**src/rtl/pcm_to_i2s_if.sv**
```systemverilog
// Stereo PCM sample handshake between an upstream producer and the I2S serializer.
// The producer drives data/valid; the serializer answers with ready.
interface pcm_to_i2s_if #(
  parameter int NUMBER_OF_BITS = 8
);
  logic [NUMBER_OF_BITS-1:0] data_left;
  logic [NUMBER_OF_BITS-1:0] data_right;
  logic                      sample_valid;
  logic                      sample_ready;

  modport master (
    output data_left,
    output data_right,
    output sample_valid,
    input  sample_ready
  );

  modport slave (
    input  data_left,
    input  data_right,
    input  sample_valid,
    output sample_ready
  );
endinterface

```
**src/rtl/pcm_to_i2s.sv**
```systemverilog
// I2S transmitter (bus master): divides clk into SCK/WS and shifts out one stereo pair per frame.
// A one-entry hold register decouples the valid/ready handshake from frame timing.
module pcm_to_i2s #(
  parameter int NUMBER_OF_BITS = 8,
  parameter int SLOT_BITS      = 16,
  parameter int CLK_DIV        = 2
) (
  input  logic         clk,
  input  logic         rst_n,
  input  logic         enable,
  pcm_to_i2s_if.slave  pcm,
  output logic         sck,
  output logic         ws,
  output logic         sd,
  output logic         underrun
);

  localparam int PW = $clog2(2*SLOT_BITS);
  localparam int DW = (CLK_DIV > 1) ? $clog2(CLK_DIV) : 1;
  localparam int BW = (NUMBER_OF_BITS > 1) ? $clog2(NUMBER_OF_BITS) : 1;
  localparam logic [PW-1:0] P_LAST   = PW'(2*SLOT_BITS-1);
  localparam logic [DW-1:0] DIV_LAST = DW'(CLK_DIV-1);

  logic [DW-1:0]             div_q, div_d;
  logic [PW-1:0]             p_q, p_d;
  logic                      sck_q, sck_d;
  logic                      ws_q, ws_d;
  logic                      sd_q, sd_d;
  logic                      underrun_q, underrun_d;
  logic                      hold_full_q, hold_full_d;
  logic [NUMBER_OF_BITS-1:0] hold_l_q, hold_l_d;
  logic [NUMBER_OF_BITS-1:0] hold_r_q, hold_r_d;
  logic [NUMBER_OF_BITS-1:0] frame_l_q, frame_l_d;
  logic [NUMBER_OF_BITS-1:0] frame_r_q, frame_r_d;
  logic                      xfer;
  logic [PW-1:0]             p_next;
  logic [BW-1:0]             bit_idx;

  always_comb begin
    xfer        = pcm.sample_valid && !hold_full_q;
    div_d       = div_q;
    p_d         = p_q;
    sck_d       = sck_q;
    ws_d        = ws_q;
    sd_d        = sd_q;
    underrun_d  = 1'b0;
    hold_full_d = hold_full_q;
    hold_l_d    = hold_l_q;
    hold_r_d    = hold_r_q;
    frame_l_d   = frame_l_q;
    frame_r_d   = frame_r_q;
    p_next      = p_q;
    bit_idx     = '0;

    if (xfer) begin
      hold_l_d    = pcm.data_left;
      hold_r_d    = pcm.data_right;
      hold_full_d = 1'b1;
    end

    if (!enable) begin
      div_d     = '0;
      sck_d     = 1'b0;
      ws_d      = 1'b0;
      sd_d      = 1'b0;
      p_d       = P_LAST;
      frame_l_d = '0;
      frame_r_d = '0;
    end else if (div_q != DIV_LAST) begin
      div_d = div_q + DW'(1);
    end else begin
      div_d = '0;
      sck_d = !sck_q;
      if (sck_q) begin
        p_next = (p_q == P_LAST) ? '0 : p_q + PW'(1);
        p_d    = p_next;
        // Frame load priority: held pair, then same-cycle bypass, else starve with zeros.
        if (p_q == P_LAST) begin
          if (hold_full_q) begin
            frame_l_d   = hold_l_q;
            frame_r_d   = hold_r_q;
            hold_full_d = 1'b0;
          end else if (xfer) begin
            frame_l_d   = pcm.data_left;
            frame_r_d   = pcm.data_right;
            hold_full_d = 1'b0;
          end else begin
            frame_l_d  = '0;
            frame_r_d  = '0;
            underrun_d = 1'b1;
          end
        end
        // WS leads each slot's MSB by one bit.
        ws_d = (int'(p_next) >= SLOT_BITS-1) && (int'(p_next) <= 2*SLOT_BITS-2);
        sd_d = 1'b0;
        if (int'(p_next) < NUMBER_OF_BITS) begin
          bit_idx = BW'(NUMBER_OF_BITS-1-int'(p_next));
          sd_d    = frame_l_d[bit_idx];
        end else if (int'(p_next) >= SLOT_BITS &&
                     int'(p_next) < SLOT_BITS+NUMBER_OF_BITS) begin
          bit_idx = BW'(NUMBER_OF_BITS-1-(int'(p_next)-SLOT_BITS));
          sd_d    = frame_r_d[bit_idx];
        end
      end
    end
  end

  always_ff @(posedge clk or negedge rst_n) begin
    if (!rst_n) begin
      div_q       <= '0;
      p_q         <= P_LAST;
      sck_q       <= 1'b0;
      ws_q        <= 1'b0;
      sd_q        <= 1'b0;
      underrun_q  <= 1'b0;
      hold_full_q <= 1'b0;
      hold_l_q    <= '0;
      hold_r_q    <= '0;
      frame_l_q   <= '0;
      frame_r_q   <= '0;
    end else begin
      div_q       <= div_d;
      p_q         <= p_d;
      sck_q       <= sck_d;
      ws_q        <= ws_d;
      sd_q        <= sd_d;
      underrun_q  <= underrun_d;
      hold_full_q <= hold_full_d;
      hold_l_q    <= hold_l_d;
      hold_r_q    <= hold_r_d;
      frame_l_q   <= frame_l_d;
      frame_r_q   <= frame_r_d;
    end
  end

  assign pcm.sample_ready = !hold_full_q;
  assign sck              = sck_q;
  assign ws               = ws_q;
  assign sd               = sd_q;
  assign underrun         = underrun_q;

endmodule

```
**src/flat_wrapper.sv**
```systemverilog
// flat-port wrapper written by rule: the top's interface ports become plain ports
module pcm_to_i2s_flat 
#(
  parameter int NUMBER_OF_BITS = 8,
  parameter int SLOT_BITS      = 16,
  parameter int CLK_DIV        = 2
)
  (clk, rst_n, enable, sck, ws, sd, underrun, pcm_data_left, pcm_data_right, pcm_sample_valid, pcm_sample_ready);
  pcm_to_i2s_if #(.NUMBER_OF_BITS(NUMBER_OF_BITS)) pcm_i ();
  input  logic clk;
  input  logic rst_n;
  input  logic enable;
  output logic sck;
  output logic ws;
  output logic sd;
  output logic underrun;
  input wire logic [$bits(pcm_i.data_left)-1:0] pcm_data_left;
  input wire logic [$bits(pcm_i.data_right)-1:0] pcm_data_right;
  input wire logic [$bits(pcm_i.sample_valid)-1:0] pcm_sample_valid;
  output wire logic [$bits(pcm_i.sample_ready)-1:0] pcm_sample_ready;
  assign pcm_i.data_left = pcm_data_left;
  assign pcm_i.data_right = pcm_data_right;
  assign pcm_i.sample_valid = pcm_sample_valid;
  assign pcm_sample_ready = pcm_i.sample_ready;
  pcm_to_i2s #(.NUMBER_OF_BITS(NUMBER_OF_BITS), .SLOT_BITS(SLOT_BITS), .CLK_DIV(CLK_DIV)) u_core (.clk(clk), .rst_n(rst_n), .enable(enable), .pcm(pcm_i), .sck(sck), .ws(ws), .sd(sd), .underrun(underrun));
endmodule
```
**config.mk**
```make
export PLATFORM = sky130hd
export DESIGN_NAME = pcm_to_i2s_flat
export DESIGN_NICKNAME = d
export VERILOG_FILES = /design/src/rtl/pcm_to_i2s_if.sv /design/src/rtl/pcm_to_i2s.sv /design/src/flat_wrapper.sv
export SDC_FILE = /design/constraint.sdc
export NUM_CORES = 1
export LEC_CHECK = 0
export CAP_MARGIN = 20
export CELL_PAD_IN_SITES_DETAIL_PLACEMENT = 1
export CELL_PAD_IN_SITES_GLOBAL_PLACEMENT = 2
export CORE_MARGIN = 10
export CORE_UTILIZATION = 40
export DETAILED_ROUTE_END_ITERATION = 10
export PLACE_DENSITY = 0.82
export SLEW_MARGIN = 40
export SYNTH_ARGS = -nofsm -noshare
export SYNTH_HDL_FRONTEND = slang
export SYNTH_SLANG_ARGS = --single-unit
```
**constraint.sdc**
```tcl
create_clock -name clk -period 3.6 [get_ports clk]
set_input_delay 1.08 -clock clk [delete_from_list [all_inputs] [get_ports clk]]
set_output_delay 1.08 -clock clk [all_outputs]
set_load 0.01 [all_outputs]
```
-- Yosys cells after proc, flatten, opt, wreduce, memory -nomap -nowiden
Cells that the tools add are included.
Widths: inputs -> output; s select.
- register bits: 43
- input port bits: 20
- output and inout bits: 5
- word-level logic and storage cells: 83
- add/subtract/negate cells: 5
- order comparisons: 7
- equality and inequality tests: 3
- multiplexer cells: 51
- reductions and logical operators: 6
- operators with widths (kind ; number):
    $mux 8 ; 18
    $mux 1 ; 27
    $mux 5 ; 4
    $lt 3x4->1 const B ; 2
    $bmux 1 s3 ; 2
    $add 5x1->5 const B ; 1
    $eq 5x5->1 const B ; 1
    $ge 5x4->1 const B ; 1
    $ge 5x5->1 const B ; 1
    $le 5x5->1 const B ; 1
    $lt 5x4->1 const B ; 1
    $lt 5x5->1 const B ; 1
    $ne 2x1->1 const B ; 2
    $logic_and 1x1->1 ; 3
    $sub 1x3->3 const A ; 1
    $sub 3x1->3 const B ; 1
    $sub 3x3->3 const A ; 1
    $logic_not 1->1 ; 2
    $reduce_and 2->1 ; 1
    $add 1x1->1 const B ; 1

-- Depth between registers and ports, before layout
Gate-level depths: netlist (run 1).
- word-level depth: 15
- mapped depth: 9
- gate-level depth less buffers: 7

-- Worst setup path after synthesis (run 1)
OpenSTA, ideal clock, no wires.
- path type: input-to-reg
- from: input port pcm_sample_valid
- to: register u_core.hold_l_q[4]
- library setup time: 0.125 ns
- arrival time: 1.837 ns
- data required time: 3.475 ns
- path slack: 1.638 ns
- stages on the path: 3
- buffers on the path: 1
- cell sequence: nor2b_1 buf_2 mux2_2
- longest elaborated chain between the ends: 1
- ends and longest elaborated chain (item ; RTL line ; text):
    start, declared ; flat_wrapper.sv:19 ; input wire logic [$bits(pcm_i.sample_valid)-1:0] pcm_sample_valid;
    $logic_and 1x1->1 ; pcm_to_i2s.sv:40 ; xfer = pcm.sample_valid && !hold_full_q;
    end signal, assigned ; pcm_to_i2s.sv:129 ; hold_l_q <= hold_l_d;
    end, declared ; pcm_to_i2s.sv:31 ; logic [NUMBER_OF_BITS-1:0] hold_l_q, hold_l_d;
Every way passes these cells.
A chain may end at the register's enable or synchronous reset.

-- Worst setup path after layout (run 1)
- from: register u_core.hold_full_q
- to: output port pcm_sample_ready
- longest elaborated chain between the ends: 1
- ends and longest elaborated chain (item ; RTL line ; text):
    start, declared ; pcm_to_i2s.sv:30 ; logic hold_full_q, hold_full_d;
    start signal, assigned ; pcm_to_i2s.sv:128 ; hold_full_q <= hold_full_d;
    $logic_not 1->1 ; pcm_to_i2s.sv:136 ; assign pcm.sample_ready = !hold_full_q;
    end, declared ; flat_wrapper.sv:20 ; output wire logic [$bits(pcm_i.sample_ready)-1:0] pcm_sample_ready;
Every way passes these cells.

==> results of run 1 <==
==> cell families (layout without fill, tap and decap cells) <==
logic type	after synthesis	in the layout	synth area share, %
AND/OR/NAND/NOR	46	46	10.5
buffers and inverters	16	38	3.66
XOR/XNOR	4	4	1.68
multiplexers	23	23	14.9
flip-flops	43	43	51.9
adder cells (fa/ha/maj)	2	2	1.20
AO/OA/AOI/OAI	42	42	16.1
==> how the worst min path moves through the flow <==
stage               cells past startpoint  slack [ns]             to
global placement                        2        0.48  u_core.p_q[4]
finish                                  2        0.50  u_core.p_q[4]
detailed placement                      2        0.48  u_core.p_q[4]
CTS                                     2        0.50  u_core.p_q[4]
floorplan                               2        0.47  u_core.p_q[4]
global route                            2        0.53  u_core.p_q[4]
==> placed cells by master, fill, tap and decap left out, drive strengths merged <==
cell type / instances
mux4: 4
nand2: 19
and2: 3
o2111ai: 1
a211oi: 5
clkdlybuf4s50: 23
o21ai: 3
bufinv: 1
dfrtp: 38
nand3: 4
buf: 4
nor2b: 1
nand2b: 1
o311ai: 1
clkinv: 1
nand3b: 1
o211a: 13
mux2: 16
and3: 4
a21oi: 3
o211ai: 1
nor3: 1
inv: 3
clkbuf: 6
dfstp: 5
and4bb: 1
xor2: 3
xnor2: 1
and3b: 1
nor2: 10
a22oi: 15
mux2i: 3
ha: 2
==> area by class of cell <==
type                    instances  area (um^2)  share of cell area [%]
clock inverters                 2         35.0                    1.41
repair buffers                 27          260                    10.5
well taps                      70         87.6                    3.52
multi-input cells             117          928                    37.3
flip-flops and latches         43         1080                    43.5
clock buffers                   6         82.6                    3.32
inverters                       3         11.3                   0.453
==> worst min-delay path, delay by kind of cell (launching register included) <==
| kind | cells | cell delay [ns] |
|---|---|---|
| flip-flops | 1 | 0.37 |
| AND/OR/NAND/NOR | 2 | 0.12 |
==> power breakdown <==
group / internal (uW) / switching, uW
Sequential: 588 / 63.8
Combinational: 180 / 130
Clock: 224 / 163
Total: 992 / 357
==> per-layer routing <==
metal | track usage [%] | vias up | share of wire, %
met5 | 0 | - | 0
met4 | 4.50 | 0 | 1.6
met3 | 3.75 | 7 | 3.7
met2 | 21.7 | 24 | 54
met1 | 14.1 | 792 | 41
li1 | - | 690 | -
==> flip-flops by register name (all words and copies together), names as in the netlist <==
name / cells
u_core.frame_l_q: 8
u_core.frame_r_q: 8
u_core.hold_l_q: 8
u_core.hold_r_q: 8
u_core.p_q: 5
u_core.div_q: 1
u_core.hold_full_q: 1
u_core.sck: 1
u_core.sd: 1
u_core.underrun: 1
u_core.ws: 1
==> metrics by stage <==
stage | setup WS (ns) | instances
6_report | 0.811 | 268
5_1_grt | 0.666 | 268
4_1_cts | 0.794 | 268
3_5_place_dp | 0.908 | 260
3_3_place_gp | 1.03 | 260
2_1_floorplan | 1.64 | 176
==> out/results.tsv, run 1 <==
metric	value	unit
status	finished, final reports clean	
placed_area	2370	um^2
crit_family	flip-flops	
post-synth-top-count-cell	dfrtp_1	
leakagePower	0.00121	uW
die_h	92.2	um
fin_crit	2.79	ns
cts.repair.resized	0	
synth_area_leader_cell	dfrtp_1	
fp.dieArea	8500	um^2
start_util	41.1	%
fin_crit_sh	77.5	%
rsz0062_at_grt	no	
critPathCapture	pcm_sample_ready	
post_cts_buffers	0	
portBuffers	24	
grt.total_usage	12.5	%
seq_area_frac_synth	51.9	%
path_clk_slew	0.08	ns
ys_warn_count	0	
final.setup.tns	0	ns
regToRegEndpoint	u_core.frame_r_q[7]	
synthTopCellsByArea	dfrtp_1, mux2_2, dfstp_2	
fin_worst_skew	0.00302	ns
syn-instance-count	176	
irDropWorstVdd	304	uV
crit_chain	inv_1, clkdlybuf4s50_1	
slew_violations	0	
nets	219	
critical_path_class	reg2out	
clock_latency	0.29	ns
synth.distinct_cells	32	
ios	25	
cts_tree	done	
root_buffer	clkbuf_8	
startpoint_type	flop	
synth_edf_count	0	
avgRoutedWirePerCell	18.6	um
cts_made_buffers	5	
vias	1513	
critPathBufInv	2	
syn2layout_area_growth	19.3	%
whs	0.495	ns
path_depth	2	
numClockSinks	43	
worstMarginPinSlew	0.722	ns
hold_class	reg2reg	
cp_max_fo	20	
cp_data_required_time	2.52	ns
synth_nets	198	
endpoint_kind	output pin	
finalCoreUtilization	49.0	%
first_iter_violations	48	
grt_pass1_vias	1688	
startpoint	u_core.hold_full_q	
rows	26	
synth_top_area_share	45.6	%
antenna_found_initial	0	
maxCapViolCount	0	
power_density	542	nW/um^2
synthArstFlopShare	100	%
cpPeakStageDelay	0.81	ns
final_area	2490	um^2
wl	4.97	mm
hold_viol	0	
setup_viol	0	
synth_commonest_cells	dfrtp_1, nand2_1, mux2_2	
grt_pass1_wl	8.58	mm
synth_area_per_cell	11.8	um^2
n_antenna_cell	0	
ys_seq_elements	43	
r2r_start	u_core.p_q[0]	
worstHoldStart	u_core.p_q[4]	
crit_slowest_cell	dfrtp_1	
cp.arrival	1.71	ns
core	5070	um^2
routed_via_density	5.65	
hpwl	3.50	mm
drive_above_1_share	18.2	%
r2r_setup_slack	1.21	ns
total_power	1350	uW
drc	0	
die_w	92.2	um
timing.fmax	359	MHz
drt-pass1-iter-count	4	
fillers	555	
gp_congestion	0.784	
htreeDepth	2	
rr_worst_depth	7	
syn_area	2080	um^2
hold_buffers	0	
ys.flop_type	dfrtp_1	
grt_start_max_net_pins	44	
overflow	0	
ant_nets	0	
cts_buffer_depth	2	
worst_slew_margin_rel	51.8	%
No activity file was read; power rests on OpenSTA's default activity.
==> run 2, diff against run 1 <==
--- a/config.mk
+++ b/config.mk
@@ -9,9 +9,9 @@
 export CELL_PAD_IN_SITES_DETAIL_PLACEMENT = 1
 export CELL_PAD_IN_SITES_GLOBAL_PLACEMENT = 2
 export CORE_MARGIN = 10
-export CORE_UTILIZATION = 40
+export CORE_UTILIZATION = 33
 export DETAILED_ROUTE_END_ITERATION = 10
-export PLACE_DENSITY = 0.82
+export PLACE_DENSITY = 0.72
 export SLEW_MARGIN = 40
 export SYNTH_ARGS = -nofsm -noshare
 export SYNTH_HDL_FRONTEND = slang
==> constraint.sdc (replaced) <==
create_clock -name clk -period 2.5 [get_ports clk]
set_input_delay 0.75 -clock clk [delete_from_list [all_inputs] [get_ports clk]]
set_output_delay 0.75 -clock clk [all_outputs]
set_load 0.01 [all_outputs]
==> out/results.tsv, run 2 (synthesized netlist as in run 1, its figures left out) <==
metric	value	unit	change
cp.arrival	1.31	ns	-0.40 ns
fin_cells	279		+4.1%
final.setup.tns	0	ns	unchanged
fin_crit	2.06	ns	
timing.fmax	486	MHz	
nets	226		+3.2%
grt_pass1_vias	1685		-0.18%
maxCapViolCount	0		unchanged
critPathBufInv	1		-1
worst_slew_margin_rel	65.6	%	+14 points
drt-pass1-iter-count	4		unchanged
core	6030	um^2	+19%
drive_above_1_share	20.6	%	+2.4 points
fp.dieArea	9900	um^2	+16%
crit_family	buffers and inverters		
endpoint_kind	output pin		
syn2layout_area_growth	22.2	%	
hold_viol	0		unchanged
overflow	0		unchanged
placed_area	2440	um^2	+2.9%
die_h	99.5	um	+7.9%
path_clk_slew	0.08	ns	about the same
wl	5.06	mm	+1.7%
vias	1488		-1.7%
status	finished, final reports clean		
irDropWorstVdd	356	uV	+17%
cts_made_buffers	5		unchanged
grt_start_max_net_pins	35		-20%
cts_buffer_depth	2		unchanged
crit_chain	clkdlybuf4s50_1		
cp_data_required_time	1.75	ns	-0.77 ns
final_area	2550	um^2	+2.4%
numClockSinks	43		unchanged
first_iter_violations	63		+31%
rsz0062_at_grt	no		
grt_pass1_wl	8.54	mm	-0.56%
power_density	755	nW/um^2	+39%
cts.repair.resized	0		unchanged
setup_slack	0.443	ns	-0.368 ns
setup_viol	0		unchanged
slew_violations	0		unchanged
routed_via_density	5.33		-5.5%
hold_buffers	0		unchanged
dp_slack	0.267	ns	-0.641 ns
cts_tree	done		
placed_cells	272		+4.6%
fin_crit_sh	82.3	%	
startpoint_type	flop		
gp_congestion	0.772		-1.5%
htreeDepth	2		unchanged
leakagePower	0.00124	uW	+2.1%
start_util	34.6	%	-6.5 points
critical_path_class	reg2out		
final_cell_mix	dfrtp_1, clkdlybuf4s50_1, nand2_1		
cpPeakStageDelay	0.58	ns	-0.23 ns
hold_class	in2async		
ios	25		unchanged
hpwl	3.75	mm	+7.2%
final_common_cell	dfrtp_1		
crit_slowest_cell	clkdlybuf4s50_1		
grt.total_usage	10.6	%	-1.9 points
root_buffer	clkbuf_8		
fin_worst_skew	0.0101	ns	+0.00709 ns
clock_latency	0.29	ns	about the same
post_cts_buffers	0		unchanged
ant_nets	0		unchanged
fillers	645		+16%
drc	0		unchanged
rows	28		+7.7%
cp_max_fo	6		-70%
worstMarginPinSlew	0.514	ns	-0.209 ns
die_w	99.5	um	+7.9%
antenna_found_initial	0		unchanged
portBuffers	24		unchanged
n_antenna_cell	0		unchanged
avgRoutedWirePerCell	18.1	um	-2.3%
-- run 2: changes by cell type in the layout (fill, tap and decap cells not counted) --
cell / before / now
clkbuf_8: 6 / 5
buf_12: 0 / 1
buf_4: 4 / 10
clkinv_2: 1 / 0
clkinvlp_4: 0 / 1
-- run 2: metrics by stage --
stage / hold WS (ns) / utilization [%] / total power (uW)
after global routing: 0.415 / 42.3 / 2060
after CTS: 0.514 / 42.2 / 1950
after floorplan: 0.454 / - / 1250
after detailed placement: 0.497 / 40.5 / 1420
after global placement: 0.483 / 40.5 / 1380
final: 0.394 / 42.3 / 1920
-- run 2: final cells by class --
| type | count | area [um^2] | area share, % |
|---|---|---|---|
| Inverter | 3 | 11.3 | 0.442 |
| Timing Repair Buffer | 34 | 325 | 12.8 |
| Sequential cell | 43 | 1080 | 42.5 |
| Multi-Input combinational cell | 117 | 928 | 36.4 |
| Clock buffer | 5 | 68.8 | 2.70 |
| Clock inverter | 2 | 37.5 | 1.47 |
| Tap cell | 75 | 93.8 | 3.68 |
-- run 2: path summary, 6_finish.rpt --
path | startpoint | end | slack (ns) | cells past startpoint
setup / recovery | u_core.sck | sck | 0.44 | 1
hold / removal | rst_n | u_core.div_q | 0.39 | 1
setup reg to reg | u_core.p_q[1] | u_core.frame_r_q[7] | 0.46 | 7
hold reg to reg | u_core.p_q[4] | u_core.p_q[4] | 0.51 | 2
max in group asynchronous | rst_n | u_core.hold_l_q[7] | 1.57 | 2
min in group clk | u_core.p_q[4] | u_core.p_q[4] | 0.51 | 2
-- run 2: power breakdown --
| part | internal, uW | switching (uW) | leakage, uW |
|---|---|---|---|
| Sequential | 847 | 85.6 | 0.000540 |
| Clock | 292 | 234 | 0.0000502 |
| Combinational | 271 | 194 | 0.000646 |
| Total | 1410 | 514 | 0.00124 |
-- run 2: layer usage --
layer,track usage [%],vias up,wire [um]
li1,-,704,-
met1,11.7,760,2210
met2,19.4,20,2650
met3,2.77,4,166
met4,2.98,0,32
met5,0,-,0
